### config.mk
export PLATFORM = sky130hd
export DESIGN_NAME = alu_decode_stage
export DESIGN_NICKNAME = d
export VERILOG_FILES = /design/src/rtl/alu_decode_stage.sv
export SDC_FILE = /design/constraint.sdc
export NUM_CORES = 1
export LEC_CHECK = 0
export BUFFER_PORTS_ARGS = -buffer_cell sky130_fd_sc_hd__buf_2
export CELL_PAD_IN_SITES_DETAIL_PLACEMENT = 1
export CELL_PAD_IN_SITES_GLOBAL_PLACEMENT = 1
export CORE_ASPECT_RATIO = 0.7
export CORE_MARGIN = 2
export CORE_UTILIZATION = 36
export CTS_CLUSTER_SIZE = 40
export DETAILED_ROUTE_END_ITERATION = 6
export GPL_TIMING_DRIVEN = 0
export HOLD_SLACK_MARGIN = 0.08
export PLACE_DENSITY_LB_ADDON = 0.05
export SLEW_MARGIN = 30
export SYNTH_ARGS = -nofsm -noshare
export SYNTH_HDL_FRONTEND = slang
export SYNTH_SLANG_ARGS = --single-unit
### constraint.sdc
create_clock -name clk -period 2.5 [get_ports clk]
set_clock_uncertainty 0.15 [all_clocks]
set_input_delay 0.25 -clock clk [delete_from_list [all_inputs] [get_ports clk]]
set_output_delay 0.25 -clock clk [all_outputs]
set_load 0.1 [all_outputs]
### src/rtl/alu_decode_stage.sv
// RV32I decode stage: turns one instruction per cycle into a registered ALU control bundle
// (operation code, operand selects, immediate, register indices) and keeps a saturating
// count of illegal instructions for debug.
module alu_decode_stage #(
    parameter int unsigned CNT_W = 16
) (
    input  logic             clk,
    input  logic             reset,
    input  logic             pause,
    input  logic             flush,
    input  logic             in_valid,
    input  logic [31:0]      in_instr,
    input  logic [31:0]      in_pc,
    output logic             in_ready,
    output logic             out_valid,
    output logic [7:0]       out_control,
    output logic [4:0]       out_rs1,
    output logic [4:0]       out_rs2,
    output logic [4:0]       out_rd,
    output logic [31:0]      out_imm,
    output logic             out_use_imm,
    output logic             out_use_pc,
    output logic             out_wb_en,
    output logic             out_branch,
    output logic             out_illegal,
    output logic [31:0]      out_pc,
    output logic [CNT_W-1:0] illegal_count
);

    localparam logic [6:0] OpcOp     = 7'b0110011;
    localparam logic [6:0] OpcOpImm  = 7'b0010011;
    localparam logic [6:0] OpcLui    = 7'b0110111;
    localparam logic [6:0] OpcAuipc  = 7'b0010111;
    localparam logic [6:0] OpcBranch = 7'b1100011;

    localparam logic [6:0] F7Base = 7'b0000000;
    localparam logic [6:0] F7Alt  = 7'b0100000;

    // funct3 -> ALU code for the base (funct7 = 0) register/immediate operations
    function automatic logic [7:0] alu_map(input logic [2:0] f3);
        logic [7:0] code;
        case (f3)
            3'b000:  code = 8'h01;
            3'b001:  code = 8'h0c;
            3'b010:  code = 8'h08;
            3'b011:  code = 8'h0a;
            3'b100:  code = 8'h03;
            3'b101:  code = 8'h0d;
            3'b110:  code = 8'h04;
            default: code = 8'h05;
        endcase
        return code;
    endfunction

    logic [6:0]  opcode;
    logic [2:0]  funct3;
    logic [6:0]  funct7;
    logic [31:0] imm_i;
    logic [31:0] imm_u;
    logic [31:0] imm_b;
    logic [31:0] imm_shamt;

    logic [7:0]  dec_control;
    logic [4:0]  dec_rs1;
    logic [31:0] dec_imm;
    logic        dec_use_imm;
    logic        dec_use_pc;
    logic        dec_wb_en;
    logic        dec_branch;
    logic        dec_illegal;
    logic        accept;

    assign opcode    = in_instr[6:0];
    assign funct3    = in_instr[14:12];
    assign funct7    = in_instr[31:25];
    assign imm_i     = {{20{in_instr[31]}}, in_instr[31:20]};
    assign imm_u     = {in_instr[31:12], 12'd0};
    assign imm_b     = {{19{in_instr[31]}}, in_instr[31], in_instr[7], in_instr[30:25],
                        in_instr[11:8], 1'b0};
    assign imm_shamt = {27'd0, in_instr[24:20]};

    assign in_ready = !pause;
    assign accept   = in_valid & !pause & !flush;

    // Combinational decode of the incoming instruction
    always_comb begin
        dec_control = 8'h00;
        dec_rs1     = in_instr[19:15];
        dec_imm     = 32'd0;
        dec_use_imm = 1'b0;
        dec_use_pc  = 1'b0;
        dec_wb_en   = 1'b0;
        dec_branch  = 1'b0;
        dec_illegal = 1'b0;
        case (opcode)
            OpcOp: begin
                dec_wb_en = 1'b1;
                if (funct7 == F7Base) begin
                    dec_control = alu_map(funct3);
                end else if (funct7 == F7Alt && funct3 == 3'b000) begin
                    dec_control = 8'h02;
                end else if (funct7 == F7Alt && funct3 == 3'b101) begin
                    dec_control = 8'h0e;
                end else begin
                    dec_illegal = 1'b1;
                end
            end
            OpcOpImm: begin
                dec_wb_en   = 1'b1;
                dec_use_imm = 1'b1;
                dec_imm     = imm_i;
                if (funct3 == 3'b001) begin
                    dec_imm = imm_shamt;
                    if (funct7 == F7Base) dec_control = 8'h0c;
                    else                  dec_illegal = 1'b1;
                end else if (funct3 == 3'b101) begin
                    dec_imm = imm_shamt;
                    if (funct7 == F7Base)     dec_control = 8'h0d;
                    else if (funct7 == F7Alt) dec_control = 8'h0e;
                    else                      dec_illegal = 1'b1;
                end else begin
                    // No subtract-immediate: funct3 000 is always add
                    dec_control = alu_map(funct3);
                end
            end
            OpcLui: begin
                dec_control = 8'h01;
                dec_rs1     = 5'd0;
                dec_use_imm = 1'b1;
                dec_imm     = imm_u;
                dec_wb_en   = 1'b1;
            end
            OpcAuipc: begin
                dec_control = 8'h01;
                dec_use_pc  = 1'b1;
                dec_use_imm = 1'b1;
                dec_imm     = imm_u;
                dec_wb_en   = 1'b1;
            end
            OpcBranch: begin
                dec_branch = 1'b1;
                // Offset feeds the branch-target adder, not the ALU operand mux
                dec_imm    = imm_b;
                case (funct3)
                    3'b000:  dec_control = 8'h06;
                    3'b001:  dec_control = 8'h07;
                    3'b100:  dec_control = 8'h08;
                    3'b101:  dec_control = 8'h09;
                    3'b110:  dec_control = 8'h0a;
                    3'b111:  dec_control = 8'h0b;
                    default: dec_illegal = 1'b1;
                endcase
            end
            default: dec_illegal = 1'b1;
        endcase
        if (dec_illegal) begin
            dec_control = 8'h00;
            dec_use_imm = 1'b0;
            dec_use_pc  = 1'b0;
            dec_wb_en   = 1'b0;
            dec_branch  = 1'b0;
        end
    end

    // Output bundle register: flush beats pause beats accept
    always_ff @(posedge clk or negedge reset) begin
        if (!reset) begin
            out_valid   <= 1'b0;
            out_control <= 8'h00;
            out_rs1     <= 5'd0;
            out_rs2     <= 5'd0;
            out_rd      <= 5'd0;
            out_imm     <= 32'd0;
            out_use_imm <= 1'b0;
            out_use_pc  <= 1'b0;
            out_wb_en   <= 1'b0;
            out_branch  <= 1'b0;
            out_illegal <= 1'b0;
            out_pc      <= 32'd0;
        end else if (flush) begin
            // Only the side-effecting bits are cleared; the rest may go stale
            out_valid  <= 1'b0;
            out_wb_en  <= 1'b0;
            out_branch <= 1'b0;
        end else if (!pause) begin
            if (in_valid) begin
                out_valid   <= 1'b1;
                out_control <= dec_control;
                out_rs1     <= dec_rs1;
                out_rs2     <= in_instr[24:20];
                out_rd      <= in_instr[11:7];
                out_imm     <= dec_imm;
                out_use_imm <= dec_use_imm;
                out_use_pc  <= dec_use_pc;
                out_wb_en   <= dec_wb_en;
                out_branch  <= dec_branch;
                out_illegal <= dec_illegal;
                out_pc      <= in_pc;
            end else begin
                out_valid  <= 1'b0;
                out_wb_en  <= 1'b0;
                out_branch <= 1'b0;
            end
        end
    end

    // Saturating count of accepted illegal instructions
    always_ff @(posedge clk or negedge reset) begin
        if (!reset) begin
            illegal_count <= '0;
        end else if (accept && dec_illegal && illegal_count != '1) begin
            illegal_count <= illegal_count + 1'b1;
        end
    end

endmodule

==> results of run 1 <==
## logic make-up after synthesis
kind of cell    Yosys count  synth area share (%)
compound gates           88                  11.9
xor+xnor                 17                  3.11
flops                   105                  54.8
buf+inv                  36                  3.68
fa+ha+maj                 1                 0.261
mux                       3                 0.653
other cells               1                0.0783
simple gates            254                  25.5
## critical path, delay by kind of cell
kind | cells | cell delay (ns)
compound gates | 1 | 0.12
xor+xnor | 1 | 0.16
buf+inv | 3 | 0.91
simple gates | 4 | 0.93
## repair_timing
item	4_1_cts	5_1_grt
hold endpoints to repair	108	0
setup endpoints to repair	0	1
hold buffers	56	0
buffers inserted	0	0
gates resized for setup	0	2
## per-layer routing
metal / global-route usage, % / up-vias
met2: 36.8 / 122
li1: - / 2180
met1: 32.3 / 2239
met3: 4.51 / 18
met5: 0 / -
met4: 6.46 / 0
## final timing paths
check | slack (ns) | endpoint | start | cells past startpoint
setup / recovery | 0.19 | illegal_count[4] | in_instr[27] | 9
hold / removal | 0.12 | out_wb_en | flush | 3
setup reg to reg | 0.27 | illegal_count[8] | illegal_count[0] | 6
hold reg to reg | 0.32 | out_pc[13] | out_pc[13] | 2
max in group asynchronous | 1.30 | illegal_count[2] | reset | 3
min in group asynchronous | 0.23 | out_pc[0] | reset | 2
## power groups by stage
stage	registers (mW)	clock network [mW]	logic [mW]
after floorplan	3.23	0	0.281
after global routing	2.01	1.61	2.05
final	1.99	1.50	1.96
after detailed placement	2.02	0	1.90
after global placement	2.00	0	1.87
after CTS	1.99	1.53	1.97
## layout make-up
class	count	area [sq um]
Tap cell	166	208
Multi-Input combinational cell	367	2010
Clock buffer	10	239
Inverter	4	15.0
Sequential cell	105	2640
Timing Repair Buffer	229	1460
Fill cell	1559	6290
Clock inverter	6	75.1
Buffer	32	161
## state kept, by name, summed over array words and instances (netlist names)
name           flops
illegal_count     16
out_branch         1
out_control        4
out_illegal        1
out_imm           32
out_pc            32
out_rd             5
out_rs1            5
out_rs2            5
out_use_imm        1
out_use_pc         1
out_valid          1
out_wb_en          1
## through the flow
| step | hold slack [ns] | std cells | power [mW] | util (%) |
|---|---|---|---|---|
| 3_5_place_dp | 0.0537 | 847 | 3.92 | 45.2 |
| 6_report | 0.120 | 919 | 5.45 | 52.0 |
| 4_1_cts | 0.105 | 919 | 5.49 | 51.9 |
| 2_1_floorplan | -0.196 | 508 | 3.51 | - |
| 3_3_place_gp | 0.287 | 846 | 3.88 | 44.9 |
| 5_1_grt | 0.114 | 919 | 5.67 | 52.0 |
## placed cells by master (no fill, tap or decap), types with 3 or more instances in the layout
master	Yosys	final
nand2_1	176	176
clkbuf_16	0	9
dfrtp_1	105	96
a21oi_1	26	26
nand4_1	4	4
nor4_4	3	3
nor4_1	4	4
nand2b_1	3	3
and3_1	4	4
buf_1	3	3
dfrtp_2	0	9
o21ai_0	30	30
a22o_1	12	12
buf_2	3	174
buf_6	2	3
nand3_1	4	4
xor2_1	13	13
conb_1	1	4
nor3_1	8	7
clkinv_4	0	3
clkbuf_1	18	18
nand4b_1	4	4
dlygate4sd3_1	0	56
inv_1	4	4
xnor2_1	4	4
nor2_1	23	23
buf_4	6	6
==> results.sh, run 1 <==
export IMPL_initial_core_util_pct=36.6
export IMPL_cp_start_kind="input port"
export IMPL_tns_ns=0
export IMPL_firstDrtPassIters=4
export IMPL_synth_most_common_cell="nand2_1"
export IMPL_top_layer="met4"
export IMPL_yosysSeqAreaShare_pct=54.8
export IMPL_root_buffer="clkbuf_16"
export IMPL_synth_cells_most_frequent="nand2_1 (176), dfrtp_1 (105), o21ai_0 (30)"
export IMPL_routed_via_density=4.96
export IMPL_finalHoldViolCount=0
export IMPL_synth_top_area_share_pct=54.8
export IMPL_cts_tree="built"
export IMPL_rsz0062_at_grt="no"
export IMPL_clk_pin_slew_ns=0.08
export IMPL_dp_hpwl_um=11400
export IMPL_io_pins=179
export IMPL_place_area_sq_um=5920
export IMPL_power_frac_comb_pct=36.0
export IMPL_async_flop_share_pct=100
export IMPL_port_buffers=172
export IMPL_crit_chain="dlygate4sd3_1 -> buf_2 -> nor2_1 -> and2_1 -> a2111oi_4 -> nor4_4 -> buf_6 -> nor3_1 -> xor2_1"
export IMPL_slew_viol_final=0
export IMPL_final_net_count=818
export IMPL_synth_flop_cell="dfrtp_1"
export IMPL_endpoint_kind="register"
export IMPL_yosys_warnings=0
export IMPL_netSwitchingFraction_pct=44.6
export IMPL_outcome="finished, final reports clean"
export IMPL_ys_top_cells_by_area="dfrtp_1 (55%), nand2_1 (14%), o21ai_0 (3.1%)"
export IMPL_ctsLongestPathBuffers=2
export IMPL_ant_nets=0
export IMPL_drive_above_1_share_pct=30.5
export IMPL_fmax_mhz=432
export IMPL_overflow=0
export IMPL_die_area_sq_um=14300
export IMPL_switchingPower_mw=2.43
export IMPL_first_global_vias=4785
export IMPL_required_ns=2.57
export IMPL_numCtsBuffers=9
export IMPL_fp_dieH_um=101
export IMPL_yosys_register_bits=105
export IMPL_first_iter_violations=122
export IMPL_synthToLayoutAreaGrowth_pct=42.0
export IMPL_worstPathArrival_ns=2.39
export IMPL_synth_edf_count=0
export IMPL_hold_class="in2reg"
export IMPL_met1_length_um=7640
export IMPL_synthCells=505
export IMPL_row_count=35
export IMPL_p_int_mw=3.02
export IMPL_setup_ws_ns=0.187
export IMPL_finalSetupViolCount=0
export IMPL_worst_pin_slew_ns=0.915
export IMPL_critical_path_class="in2reg"
export IMPL_critical_path_peak_fanout=10
export IMPL_wl_um=16000
export IMPL_cap_violations=0
export IMPL_grt_usage_pct=23.0
export IMPL_critPathMaxStageDelay_ns=0.53
export IMPL_pre_cts_slack_ns=0.0523
export IMPL_route_met3_wl_um=773
export IMPL_coreArea_sq_um=13100
export IMPL_grt_max_degree=64
export IMPL_syn_cell_area_sq_um=4790
export IMPL_period_share_pct=92.5
export IMPL_leakagePower_nw=3.57
export IMPL_antenna_cells=0
export IMPL_yosysUniqueCellTypes=57
export IMPL_fin_crit_ns=2.31
export IMPL_wl_met2_um=7350
export IMPL_vdd_ir_drop_max_v=0.000333
export IMPL_vias=4559
export IMPL_clock_sinks=105
export IMPL_slew_headroom_pct=38.5
export IMPL_clkLatencyLatePin_ns=0.35
export IMPL_p_clk_share_pct=27.5
export IMPL_place_congestion=0.839
export IMPL_routedWlPerCell_um=17.4
export IMPL_avgSynthCellArea_sq_um=9.49
export IMPL_p_per_area_nw_per_um2=801
export IMPL_final_area_sq_um=6800
export IMPL_dieWidth_um=142
export IMPL_crit_slowest_cell="dlygate4sd3_1"
export IMPL_antenna_found_initial=0
export IMPL_yosysTopAreaCell="dfrtp_1"
export IMPL_grt_pass1_wl_um=25600
export IMPL_drc=0
export IMPL_htree_num_levels=3
export IMPL_pwr_share_seq_pct=36.4
(Power assumes the default switching activity.)
==> run 2: changes to the inputs <==
PLACE_DENSITY = 0.84   (was not set)
PLACE_DENSITY_LB_ADDON = not set   (was 0.05)
==> run 2 against run 1 <==
Clock power is 7% lower. Register-to-register slack lost 0.05 ns. Power decreased by 1.1%.
==> results.sh, run 2 (synthesized netlist as in run 1, its figures left out) <==
export IMPL_required_ns=2.61
export IMPL_first_iter_violations=195
export IMPL_reg_top3="out_imm x32, out_pc x32, illegal_count x16"
export IMPL_first_global_vias=5118
export IMPL_fmax_mhz=414
export IMPL_critical_path_peak_fanout=5
export IMPL_drive_above_1_share_pct=31.0
export IMPL_coreArea_sq_um=13100
export IMPL_vdd_ir_drop_max_v=0.000404
export IMPL_hold_class="in2reg"
export IMPL_setup_ws_ns=0.0866
export IMPL_outcome="finished, final reports clean"
export IMPL_routedWlPerCell_um=18.9
export IMPL_clkLatencyLatePin_ns=0.34
export IMPL_dp_hpwl_um=12200
export IMPL_grt_max_degree=57
export IMPL_fin_crit_ns=2.41
export IMPL_fp_dieH_um=101
export IMPL_cap_violations=0
export IMPL_multi_input_area_sq_um=2040
export IMPL_overflow=0
export IMPL_period_share_pct=96.5
export IMPL_netSwitchingFraction_pct=44.8
export IMPL_finalHoldViolCount=0
export IMPL_p_total_mw=5.39
export IMPL_firstDrtPassIters=4
export IMPL_place_congestion=0.918
export IMPL_wl_um=17400
export IMPL_worst_pin_slew_ns=0.838
export IMPL_clock_sinks=105
export IMPL_pwr_share_seq_pct=37.0
export IMPL_ant_nets=0
export IMPL_endpoint_kind="register"
export IMPL_routed_via_density=5.11
export IMPL_synthToLayoutAreaGrowth_pct=42.3
export IMPL_vias=4698
export IMPL_critical_path_class="in2reg"
export IMPL_finalSetupViolCount=0
export IMPL_slew_viol_final=0
export IMPL_num_fill_cells=1535
export IMPL_initial_core_util_pct=36.6
export IMPL_ctsLongestPathBuffers=2
export IMPL_antenna_cells=0
export IMPL_drc=0
export IMPL_numCtsBuffers=9
export IMPL_p_per_area_nw_per_um2=791
export IMPL_switchingPower_mw=2.41
export IMPL_pre_cts_slack_ns=0.0878
export IMPL_grt_pass1_wl_um=27400
export IMPL_slew_headroom_pct=43.7
export IMPL_dieWidth_um=142
export IMPL_port_buffers=172
export IMPL_root_buffer="clkbuf_16"
export IMPL_cp_start_kind="input port"
export IMPL_rsz0062_at_grt="yes"
export IMPL_io_pins=179
export IMPL_clk_pin_slew_ns=0.07
export IMPL_worstPathArrival_ns=2.52
export IMPL_leakagePower_nw=3.57
export IMPL_htree_num_levels=3
export IMPL_p_int_mw=2.98
export IMPL_grt_usage_pct=24.8
export IMPL_final_common_cell="nand2_1"
export IMPL_final_net_count=820
export IMPL_p_clk_share_pct=26.0
export IMPL_power_frac_comb_pct=37.0
export IMPL_cts_tree="built"
export IMPL_die_area_sq_um=14300
export IMPL_regArea_sq_um=2640
export IMPL_row_count=35
export IMPL_antenna_found_initial=0
export IMPL_mostFrequentLayoutCells="nand2_1 (176), buf_2 (174), dfrtp_1 (96)"
==> run 2: cell types whose count changed in the layout (fill, tap and decap cells not counted), moves of 2 or more <==
cell / delta
buf_4: +2
nor4_1: -3
nor4_2: +2
clkinv_2: +2
clkinv_4: -3
==> run 2: path summary, 6_finish.rpt <==
| path | slack [ns] | endpoint | cells after the start | startpoint |
|---|---|---|---|---|
| max in group asynchronous | 1.27 | illegal_count[0] | 3 | reset |
| setup / recovery | 0.09 | illegal_count[13] | 10 | in_instr[26] |
| min in group asynchronous | 0.26 | out_control[3] | 2 | reset |
| hold / removal | 0.10 | out_imm[29] | 3 | in_instr[29] |
| hold reg to reg | 0.32 | out_rs2[4] | 2 | out_rs2[4] |
| setup reg to reg | 0.22 | illegal_count[8] | 6 | illegal_count[0] |
==> run 2: per-layer routing <==
| layer | share of wire (%) | track usage (%) |
|---|---|---|
| met1 | 44 | 32.6 |
| met2 | 48 | 42.3 |
| met3 | 6.6 | 5.70 |
| met4 | 0.95 | 5.54 |
| met5 | 0 | 0 |
==> run 2: per-stage QoR <==
stage | instances | setup TNS, ns | hold slack [ns] | area (sq um) | util, %
finish | 920 | 0 | 0.104 | 6820 | 52.1
global route | 920 | -0.0286 | 0.128 | 6820 | 52.1
CTS | 918 | 0 | 0.0819 | 6760 | 51.6
detailed placement | 847 | 0 | 0.0765 | 5920 | 45.2
global placement | 846 | -13.48 | 0.289 | 5880 | 44.9
floorplan | 508 | 0 | -0.196 | 4810 | -
==> run 2: final cells by class <==
cell class / count / share of cell area [%]
Clock buffer: 10 / 3.36
Timing Repair Buffer: 231 / 21.6
Sequential cell: 105 / 38.7
Tap cell: 166 / 3.05
Buffer: 32 / 2.37
Inverter: 4 / 0.220
Clock inverter: 5 / 0.826
Multi-Input combinational cell: 367 / 29.9
==> run 2: power groups by stage <==
stage	Sequential, mW	Clock (mW)	Combinational [mW]
floorplan	3.23	0	0.281
global placement	2.00	0	1.87
detailed placement	2.02	0	1.91
CTS	1.99	1.42	1.99
global route	2.01	1.50	2.08
finish	1.99	1.40	2.00
==> run 2: worst max-delay path, cell delays in order <==
cell	delay, ns
dlygate4sd3_1	0.52
buf_2	0.13
nor2_1	0.07
and2_4	0.18
a2111oi_4	0.46
nor4_4	0.09
buf_4	0.18
buf_4	0.15
nor4_2	0.29
xor2_1	0.18
==> run 2: repair_timing <==
action	4_1_cts	5_1_grt
buffers inserted	0	2
resized for setup	0	8
hold buffers	56	0
endpoints found under the hold margin	108	0
setup endpoints to repair	0	24
==> run 3: changes to the inputs <==
BUFFER_PORTS_ARGS = not set   (was -buffer_cell sky130_fd_sc_hd__buf_2)
CORE_ASPECT_RATIO = not set   (was 0.7)
CORE_UTILIZATION = 46   (was 36)
DONT_BUFFER_PORTS = 1   (was not set)
PLACE_DENSITY = 0.83   (was 0.84)
==> run 3 against run 2 <==
The run now ends with hold timing left. Core utilization is 5.5 points higher. First-iteration DRC count rose by 19%. Global-route usage up 4.5 points. Critical endpoint is now illegal_count[12]. Highest routed layer unchanged.
==> results.sh, run 3 (synthesized netlist as in run 1, its figures left out) <==
export IMPL_cap_violations=0
export IMPL_routed_via_density=5.74
export IMPL_regArea_sq_um=2670
export IMPL_critPathMaxStageDelay_ns=0.65
export IMPL_clk_pin_slew_ns=0.10
export IMPL_leakagePower_nw=2.75
export IMPL_mostFrequentLayoutCells="nand2_1 (176), dfrtp_1 (89), dlygate4sd3_1 (60)"
export IMPL_place_congestion=0.885
export IMPL_final_core_util_pct=57.6
export IMPL_r2r_slack_ns=0.17
export IMPL_hold_ws_ns=-0.595
export IMPL_p_total_mw=4.98
export IMPL_dp_hpwl_um=10400
export IMPL_grt_pass1_wl_um=25500
export IMPL_grt_usage_pct=29.4
export IMPL_worstPathArrival_ns=2.48
export IMPL_antenna_found_initial=0
export IMPL_r2r_end="illegal_count[12]"
export IMPL_clock_sinks=105
export IMPL_critical_path_peak_fanout=5
export IMPL_final_common_cell="nand2_1"
export IMPL_fmax_mhz=428
export IMPL_initial_core_util_pct=46.8
export IMPL_cts_hold_buf=60
export IMPL_slew_viol_final=0
export IMPL_row_count=37
export IMPL_ctsLongestPathBuffers=2
export IMPL_io_pins=179
export IMPL_root_buffer="clkbuf_8"
export IMPL_fp_dieH_um=106
export IMPL_r2r_start="illegal_count[2]"
export IMPL_reg_top3="out_imm x32, out_pc x32, illegal_count x16"
export IMPL_clkLatencyLatePin_ns=0.37
export IMPL_crit_slowest_cell="dfrtp_4"
export IMPL_cp_start_kind="register"
export IMPL_outcome="complete, but fails checks"
export IMPL_critical_path_class="reg2reg"
export IMPL_period_share_pct=93.4
export IMPL_required_ns=2.65
export IMPL_ant_nets=0
export IMPL_drc=0
export IMPL_wl_um=16100
export IMPL_rsz0062_at_grt="no"
export IMPL_overflow=0
export IMPL_vias=4147
export IMPL_cts_tree="built"
export IMPL_grt_max_degree=106
export IMPL_firstDrtPassIters=4
export IMPL_first_global_vias=4735
export IMPL_final_net_count=652
export IMPL_endpoint_kind="register"
export IMPL_hold_class="in2async"
export IMPL_crit_chain="and3_1 -> nand4_4 -> or4_1 -> nor2_1 -> xor2_1"
export IMPL_finalHoldViolCount=105
export IMPL_vdd_ir_drop_max_v=0.000438
export IMPL_fin_crit_ns=2.33
export IMPL_die_area_sq_um=11200
export IMPL_violations="hold timing"
export IMPL_dieWidth_um=106
export IMPL_port_buffers=0
export IMPL_first_iter_violations=232
export IMPL_num_fill_cells=1134
export IMPL_slew_headroom_pct=36.7
export IMPL_drive_above_1_share_pct=10.9
export IMPL_p_per_area_nw_per_um2=846
export IMPL_routedWlPerCell_um=22.3
export IMPL_worst_pin_slew_ns=0.949
export IMPL_htree_num_levels=3
export IMPL_numCtsBuffers=9
export IMPL_synthToLayoutAreaGrowth_pct=22.9
export IMPL_coreArea_sq_um=10200
export IMPL_multi_input_area_sq_um=2010
export IMPL_finalSetupViolCount=0
export IMPL_r2r_worst_path_cells=5
export IMPL_antenna_cells=0
==> run 3: cell count changes in the layout (fill, tap and decap cells not counted), moves of 3 or more <==
cell and change:
buf_2 -171, clkbuf_16 -9, clkbuf_8 +9, dfrtp_1 -7
dfrtp_4 +9, dlygate4sd3_1 +4, nor4_1 +3
==> run 3: layout make-up <==
class                   count  share of cell area, %
flip-flops and latches    105                   45.3
multi-input cells         367                   34.0
repair buffers             63                   10.8
well taps                 136                   2.89
plain buffers              32                   2.74
clock buffers              10                   2.17
clock inverters             5                   1.78
inverters                   4                  0.255
==> run 3: where the power goes <==
group          internal, mW  total, mW  switching (mW)
combinational         0.187      0.459           0.273
clock                 0.661       1.25           0.585
sequential             1.86       3.28            1.42
==> run 3: metal layers <==
layer,share of wire [%],routed length (um),vias to the layer above,GRT usage [%]
met5,0,0,-,0
met3,8.3,1330,33,7.97
met2,51,8220,175,52.6
li1,-,-,1841,-
met1,38,6140,2098,33.6
met4,2.4,379,0,10.5
==> run 3: how the worst max path moves through the flow <==
| stage | start | to | slack (ns) | cells past startpoint |
|---|---|---|---|---|
| after detailed placement | illegal_count[5] | illegal_count[8] | -0.44 | 5 |
| after CTS | illegal_count[0] | illegal_count[1] | 0.18 | 6 |
| final | illegal_count[2] | illegal_count[12] | 0.17 | 5 |
| after floorplan | illegal_count[5] | illegal_count[8] | 0.0007 | 5 |
| after global routing | illegal_count[1] | illegal_count[12] | 0.02 | 5 |
| after global placement | illegal_count[13] | illegal_count[8] | -0.27 | 6 |
==> run 3: through the flow <==
stage	TNS (ns)	instance area, sq um	instances	hold WS (ns)	worst slack (ns)
2_1_floorplan	0	4810	508	-0.196	0.000651
3_3_place_gp	-0.677	4980	644	-0.194	-0.275
3_5_place_dp	-2.17	4980	644	-0.193	-0.438
4_1_cts	0	5890	722	-0.601	0.175
5_1_grt	0	5890	722	-0.604	0.0205
6_report	0	5890	722	-0.595	0.165
==> run 3: worst max-delay path, delay by kind of cell (launching register included) <==
family           cells  cell delay [ns]
AND/OR/NAND/NOR      4             1.28
flip-flops           1             0.65
XOR/XNOR             1             0.16
==> run 3: what timing repair did <==
| action | 4_1_cts | 5_1_grt |
|---|---|---|
| resized for setup | 17 | 0 |
| setup buffers | 3 | 0 |
| endpoints found under the setup margin | 11 | 0 |
| endpoints found under the hold margin | 185 | 105 |
